[config.mk]
export PLATFORM = sky130hd
export DESIGN_NAME = rv_trap_ctrl
export DESIGN_NICKNAME = d
export VERILOG_FILES = /design/src/rtl/rv_trap_ctrl_pkg.sv /design/src/rtl/rv_irq_prio_enc.sv /design/src/rtl/rv_trap_ctrl.sv
export SDC_FILE = /design/constraint.sdc
export NUM_CORES = 1
export LEC_CHECK = 0
export ABC_AREA = 0
export CAP_MARGIN = 30
export CELL_PAD_IN_SITES_DETAIL_PLACEMENT = 1
export CELL_PAD_IN_SITES_GLOBAL_PLACEMENT = 1
export CORE_ASPECT_RATIO = 1.25
export CORE_MARGIN = 2
export CORE_UTILIZATION = 36
export DETAILED_ROUTE_END_ITERATION = 10
export PLACE_DENSITY = 0.83
export SYNTH_ARGS = -nofsm -noshare
export SYNTH_HDL_FRONTEND = slang
export SYNTH_SLANG_ARGS = --single-unit
[constraint.sdc]
create_clock -name clk -period 3.8 [get_ports clk]
set_clock_uncertainty 0.1 [all_clocks]
set_input_delay 0.76 -clock clk [delete_from_list [all_inputs] [get_ports clk]]
set_output_delay 0.76 -clock clk [all_outputs]
set_load 0.05 [all_outputs]
[src/rtl/rv_trap_ctrl_pkg.sv]
// Shared definitions for the trap controller:
// cause codes, vector offsets and handler state.
package rv_trap_ctrl_pkg;

    localparam logic [31:0] CAUSE_ILL   = 32'd2;
    localparam logic [31:0] CAUSE_ECALL = 32'd11;
    localparam int          CAUSE_IRQ_BIT = 31;

    localparam logic [31:0] VEC_ILL    = 32'h04;
    localparam logic [31:0] VEC_ECALL  = 32'h08;
    localparam logic [31:0] VEC_IRQ    = 32'h0C;
    localparam logic [31:0] VEC_STRIDE = 32'h04;

    typedef enum logic {
        RUN        = 1'b0,
        IRQ_ACTIVE = 1'b1
    } trap_state_t;

endpackage

[src/rtl/rv_irq_prio_enc.sv]
// Lowest-index-first priority encoder over
// the enabled pending interrupt vector.
module rv_irq_prio_enc #(
    parameter int N = 4
) (
    input  logic [N-1:0] req,
    output logic         valid,
    output logic [3:0]   idx
);

    // scan high to low so the lowest set bit wins
    always_comb begin
        valid = 1'b0;
        idx   = 4'd0;
        for (int i = N - 1; i >= 0; i--) begin
            if (req[i]) begin
                valid = 1'b1;
                idx   = 4'(i);
            end
        end
    end

endmodule

[src/rtl/rv_trap_ctrl.sv]
// Trap/interrupt controller: arbitrates mret,
// exceptions and edge interrupts; owns pc/mepc/mcause.
module rv_trap_ctrl
    import rv_trap_ctrl_pkg::*;
#(
    parameter int          NUM_IRQ   = 4,
    parameter logic [31:0] TVEC_BASE = 32'h00000000
) (
    input  logic               clk,
    input  logic               rst,
    input  logic [NUM_IRQ-1:0] irq,
    input  logic               ecall,
    input  logic               mret,
    input  logic               ill_instr,
    input  logic [31:0]        pc_next,
    input  logic               mask_we,
    input  logic [NUM_IRQ-1:0] mask_wdata,
    output logic [31:0]        pc,
    output logic [31:0]        mepc,
    output logic [31:0]        mcause,
    output logic [NUM_IRQ-1:0] irq_mask,
    output logic               in_irq,
    output logic               trap_taken
);

    trap_state_t        state_q;
    trap_state_t        state_d;
    logic [NUM_IRQ-1:0] pending_q;
    logic [NUM_IRQ-1:0] pending_d;
    logic [NUM_IRQ-1:0] irq_d;
    logic [NUM_IRQ-1:0] clr;
    logic [31:0]        pc_d;
    logic [31:0]        mepc_d;
    logic [31:0]        mcause_d;
    logic               trap_d;
    logic               irq_vld;
    logic [3:0]         irq_idx;

    rv_irq_prio_enc #(
        .N (NUM_IRQ)
    ) u_prio (
        .req   (pending_q & irq_mask),
        .valid (irq_vld),
        .idx   (irq_idx)
    );

    assign in_irq = (state_q == IRQ_ACTIVE);

    // one action per cycle, highest priority first
    always_comb begin
        state_d  = state_q;
        pc_d     = pc_next;
        mepc_d   = mepc;
        mcause_d = mcause;
        trap_d   = 1'b0;
        clr      = '0;
        if (mret) begin
            pc_d    = mepc;
            state_d = RUN;
        end else if (ill_instr) begin
            mepc_d   = pc_next;
            mcause_d = CAUSE_ILL;
            pc_d     = TVEC_BASE + VEC_ILL;
            trap_d   = 1'b1;
        end else if (ecall) begin
            mepc_d   = pc_next;
            mcause_d = CAUSE_ECALL;
            pc_d     = TVEC_BASE + VEC_ECALL;
            trap_d   = 1'b1;
        end else if (irq_vld && state_q == RUN) begin
            mepc_d   = pc_next;
            mcause_d = {1'b1, 27'b0, irq_idx};
            pc_d     = TVEC_BASE + VEC_IRQ
                     + VEC_STRIDE * {28'b0, irq_idx};
            trap_d   = 1'b1;
            clr      = NUM_IRQ'(1) << irq_idx;
            state_d  = IRQ_ACTIVE;
        end
        // a new edge wins over a same-cycle clear
        pending_d = (pending_q & ~clr) | (irq & ~irq_d);
    end

    // architectural and handler state registers
    always_ff @(posedge clk or negedge rst) begin
        if (!rst) begin
            state_q    <= RUN;
            pending_q  <= '0;
            irq_d      <= '0;
            pc         <= '0;
            mepc       <= '0;
            mcause     <= '0;
            irq_mask   <= '0;
            trap_taken <= 1'b0;
        end else begin
            state_q    <= state_d;
            pending_q  <= pending_d;
            irq_d      <= irq;
            pc         <= pc_d;
            mepc       <= mepc_d;
            mcause     <= mcause_d;
            trap_taken <= trap_d;
            if (mask_we) irq_mask <= mask_wdata;
        end
    end

endmodule
# [Yosys cells after proc, flatten, opt, wreduce, memory -nomap -nowiden]
# Cells that the tools add are included.
[totals] register_bits=110 inputBits=46 output_inout_bits=102 elab_cells=55
[classes] addsub=1 n_eq_ne=2 shift=1 mux=30 bitwise_logic=8 n_reduce_logical=5
[op_table] operator="$mux 32" n=10
[op_table] operator="$mux 4" n=4
[op_table] operator="$and 4x4->4" n=3
[op_table] operator="$mux 1" n=12
[op_table] operator="$mux 2" n=4
[op_table] operator="$not 4->4" n=2
[op_table] operator="$add 4x6->7 const A" n=1
[op_table] operator="$or 4x4->4" n=1
[op_table] operator="$shl 1x4->4 const A" n=1
[op_table] operator="$reduce_and 3->1" n=1
[op_table] operator="$reduce_bool 3->1" n=1
[op_table] operator="$ne 2x1->1 const B" n=1
[op_table] operator="$ne 2x2->1 const B" n=1
[op_table] operator="$not 1->1" n=2
[op_table] operator="$reduce_and 2->1" n=1
[op_table] operator="$reduce_bool 2->1" n=1
[op_table] operator="$logic_and 1x1->1" n=1

# [Logic depth before layout (Yosys ltp)]
[logic_depth] word_depth=13 ltp_mapped=7 depth_no_buf=7

# [Cells and area by module]
# Synthesis repeated with hierarchy kept, for this count alone.
[unflattened] cells_unflattened=266 area_unflattened_um2=3500.9
[modules_own_cells] module="rv_trap_ctrl" n_inst=1 cells_per_inst=256 area_each_um2=3447.1 seq_area_each_um2=2077.0
[modules_own_cells] module="rv_irq_prio_enc" n_inst=1 cells_per_inst=10 area_each_um2=53.8 seq_area_each_um2=0.0

# [Least setup slack after synthesis]
# OpenSTA, ideal clock, no wires.
[synth_timing] path_type="reg2reg" startpoint="reg irq_mask[3]" endpoint="reg mepc[0]" setup_time_ns=0.125 t_arrival_ns=1.892 t_required_ns=3.575 path_slack_ns=1.683 stages_incl_launch_ff=6 n_path_buf=1 synth_period_minus_slack_ns=2.117 cell_sequence="dfrtp_1 > a22oi_4 > a21o_4 > a21oi_4 > buf_12 > mux2_4"
[synth_between] elab_chain_cells=8
[synth_rtl] element="from (decl)" line="rv_trap_ctrl.sv:21" rtl="output logic [NUM_IRQ-1:0] irq_mask,"
[synth_rtl] element="from (signal assigned)" line="rv_trap_ctrl.sv:102" rtl="if (mask_we) irq_mask <= mask_wdata;"
[synth_rtl] element="$and 4x4->4" line="rv_trap_ctrl.sv:42" rtl=".req (pending_q & irq_mask),"
[synth_rtl] element="$mux 1 (4 in a row)" line="rv_irq_prio_enc.sv:16" rtl="if (req[i]) begin"
[synth_rtl] element="$logic_and 1x1->1" line="rv_trap_ctrl.sv:70" rtl="end else if (irq_vld && state_q == RUN) begin"
[synth_rtl] element="$reduce_bool 3->1 (no line)"
[synth_rtl] element="$reduce_and 2->1 (no line)"
[synth_rtl] element="to (signal assigned)" line="rv_trap_ctrl.sv:99" rtl="mepc <= mepc_d;"
[synth_rtl] element="to (decl)" line="rv_trap_ctrl.sv:19" rtl="output logic [31:0] mepc,"
# Every way passes these cells.
# A chain may end at the register's enable or synchronous reset.

# [Worst setup path after layout]
[layout_timing] startpoint="reg state_q, in the netlist in_irq" endpoint="out in_irq"
[layout_rtl] element="from (decl)" line="rv_trap_ctrl.sv:26" rtl="trap_state_t state_q;"
[layout_rtl] element="from (signal assigned)" line="rv_trap_ctrl.sv:95" rtl="state_q <= state_d;"
[layout_rtl] element="to (decl)" line="rv_trap_ctrl.sv:22" rtl="output logic in_irq,"
# No word-level cell between the ends.

==> out/metrics.csv <==
stage;metric;value;unit
timing;slew_headroom;37.5;%
flow_run;maxCapViolCount;0;
logic_synthesis;synthTopCellsByArea;dfrtp_1 (57%), mux2_4 (12%), a22o_1 (8.1%);
clock_network;root_buffer;clkbuf_16;
layout;drive_above_1_share;16.8;%
layout;utilization;52.6;%
logic_synthesis;syn_inst;251;
route;finalWirelength;8340;um
layout;multiInputGateArea;1300;um^2
timing;setup_viol;0;
pwr;powerDensity;560;nW/um^2
floorplanning;io_pins;148;
grt;grt_pass1_wl;12800;um
timing;hold_viol_final;0;
route;avgViaCountPerCell;4.73;
floorplanning;fp.dieW;93.2;um
grt;grt_max_degree;44;
logic_synthesis;synth.distinct_cells;32;
floorplanning;floorplan.die_area;10800;um^2
logic_synthesis;syn_area;3580;um^2
clock_network;postCtsSetupBuffers;0;
route;avgRoutedWirePerCell;16.6;um
floorplanning;rows;40;
setup_path;crit_arrival;1.71;ns
layout;fillCellCount;990;
status;status;finished clean;
grt;gr-usage-all-layers;15.7;%
logic_synthesis;ys_warn_count;0;
placement;gp_congestion;0.775;
layout;diodes;0;
timing;timing.hold.ws;0.300;ns
timing;drv_slew;0;
setup_path;crit_family;buffers and inverters;
route;vias;2375;
route;ant_nets;0;
setup_path;crit_fanout;7;
grt;grt_overflow;0;
layout;syn_to_final_growth;41.9;%
clock_network;cts_tree;built;
floorplanning;start_util;37.1;%
layout;layout_commonest_cell;clkdlybuf4s50_1;
setup_path;cp-start-kind;flip-flop;
setup_path;slowest_stage;clkdlybuf4s50_1;
route;drc;0;
pwr;cellLeakagePower;2.26;nW
layout;finalInstanceArea;5080;um^2
timing;period_share;67.6;%
logic_synthesis;yosysSeqAreaShare;57.3;%
pwr;total_power;2.85;mW
clock_network;clkLatencyLatePin;0.33;ns
setup_path;crit_type;reg -> out;
placement;pre_cts_slack;0.916;ns
logic_synthesis;ys_ff_latch;82;
route;drt-pass1-iter-count;4;
layout;fin_nets;421;
placement;place_area;4760;um^2
clock_network;htree_levels;3;
logic_synthesis;synth_area_per_cell;14.3;um^2
worst_hold_path;hold_path.class;in -> async;
placement;dp.cells;486;
layout;register_area;2050;um^2
layout;final_cells;502;
setup_path;slowest_delay;0.87;ns
grt;grt_pass1_vias;2515;
timing;rsz0062_at_grt;false;
layout;layout_common_cells;clkdlybuf4s50_1 (117), dfrtp_1 (82), a22o_1 (33), mux2_4 (29), conb_1 (28);
pwr;max-vdd-ir-drop;207;uV
logic_synthesis;synth_area_leader_cell;dfrtp_1;
placement;io_buffers;119;
placement;hpwl;6000;um
floorplanning;core_area;9660;um^2
setup_path;critPathBufInv;1;
clock_network;cts_resized;0;
grt;antenna_found_initial;0;
clock_network;cts_hold_buf;0;
clock_network;cts.clk_slew.worst_paths;0.06;ns
logic_synthesis;synth_top_area_share;57.3;%
clock_network;clockBufferDepth;2;
clock_network;cts_buffers;9;
timing;final.min_clock_period;2.57;ns
route;drt_iter0_markers;114;
clock_network;cts.sinks;82;
timing;fmax;389;MHz
timing;worstMarginPinSlew;0.937;ns
setup_path;critPathRequiredTime;2.94;ns
floorplanning;die-height;116;um
timing;setup_slack;1.23;ns
timing;fin_setup_tns;0;ns
setup_path;path_cells;clkdlybuf4s50_1;
setup_path;end_kind;primary output;
-- registers in the layout (all words and copies together) (netlist names) --
register and count:
irq_d 4, pc 32, trap_taken 1, in_irq 1, mcause 4, mepc 32
irq_mask 4, pending_q 4
-- per-layer routing --
| layer | GRT usage (%) | share of wire, % | up-vias |
|---|---|---|---|
| met5 | 0 | 0 | - |
| met2 | 25.4 | 50 | 93 |
| met4 | 7.55 | 2.1 | 0 |
| met3 | 4.36 | 5.8 | 11 |
| met1 | 19.5 | 42 | 1192 |
| li1 | - | - | 1079 |
-- cell usage after synthesis --
cell type,instances
dfrtp_1,82
a22o_1,33
buf_4,30
mux2_4,29
nand2_1,10
nor2_1,9
inv_1,7
mux2_2,7
a21oi_1,6
clkbuf_1,4
ha_1,4
buf_12,3
buf_2,3
o21ai_0,3
a2111oi_0,2
a22oi_4,2
nor3_1,2
a2111oi_4,1
a211o_1,1
a21o_4,1
a21oi_2,1
a21oi_4,1
a221oi_1,1
a22oi_1,1
a32o_1,1
conb_1,1
nor2b_1,1
nor3_2,1
nor4_1,1
nor4b_1,1
or2_1,1
or3_1,1
-- kinds of logic after synthesis --
logic type | Yosys count | synth area share [%]
other | 1 | 0.105
buffers and inverters | 47 | 9.53
adders and majority gates | 4 | 1.40
muxes | 36 | 14.4
AOI/OAI and AO/OA | 54 | 13.9
DFF | 82 | 57.3
and+or+nand+nor | 27 | 3.49
-- report_power, final --
group          internal [mW]  switching [mW]  total [mW]
sequential             0.972          0.0716        1.04
combinational          0.321           0.556       0.877
clock                  0.591           0.336       0.927
total                   1.88           0.963        2.85
-- area by class of cell --
type                    count  share of cell area (%)
flip-flops and latches     82                    40.4
multi-input cells         149                    25.5
repair buffers            122                    24.2
clock buffers              11                    4.77
well taps                 126                    3.10
clock inverters             5                    1.53
inverters                   7                   0.517
-- worst paths after layout --
path,start,to,slack [ns],cells past startpoint
setup / recovery,in_irq,in_irq,1.23,1
hold / removal,rst,pc[22],0.30,1
setup reg to reg,irq_mask[3],mepc[7],1.62,5
hold reg to reg,mcause[1],mcause[1],0.42,2
max in group asynchronous,rst,mepc[12],2.71,2
min in group clk,mcause[1],mcause[1],0.42,2
Note: power is estimated with default switching activity, not from simulation.
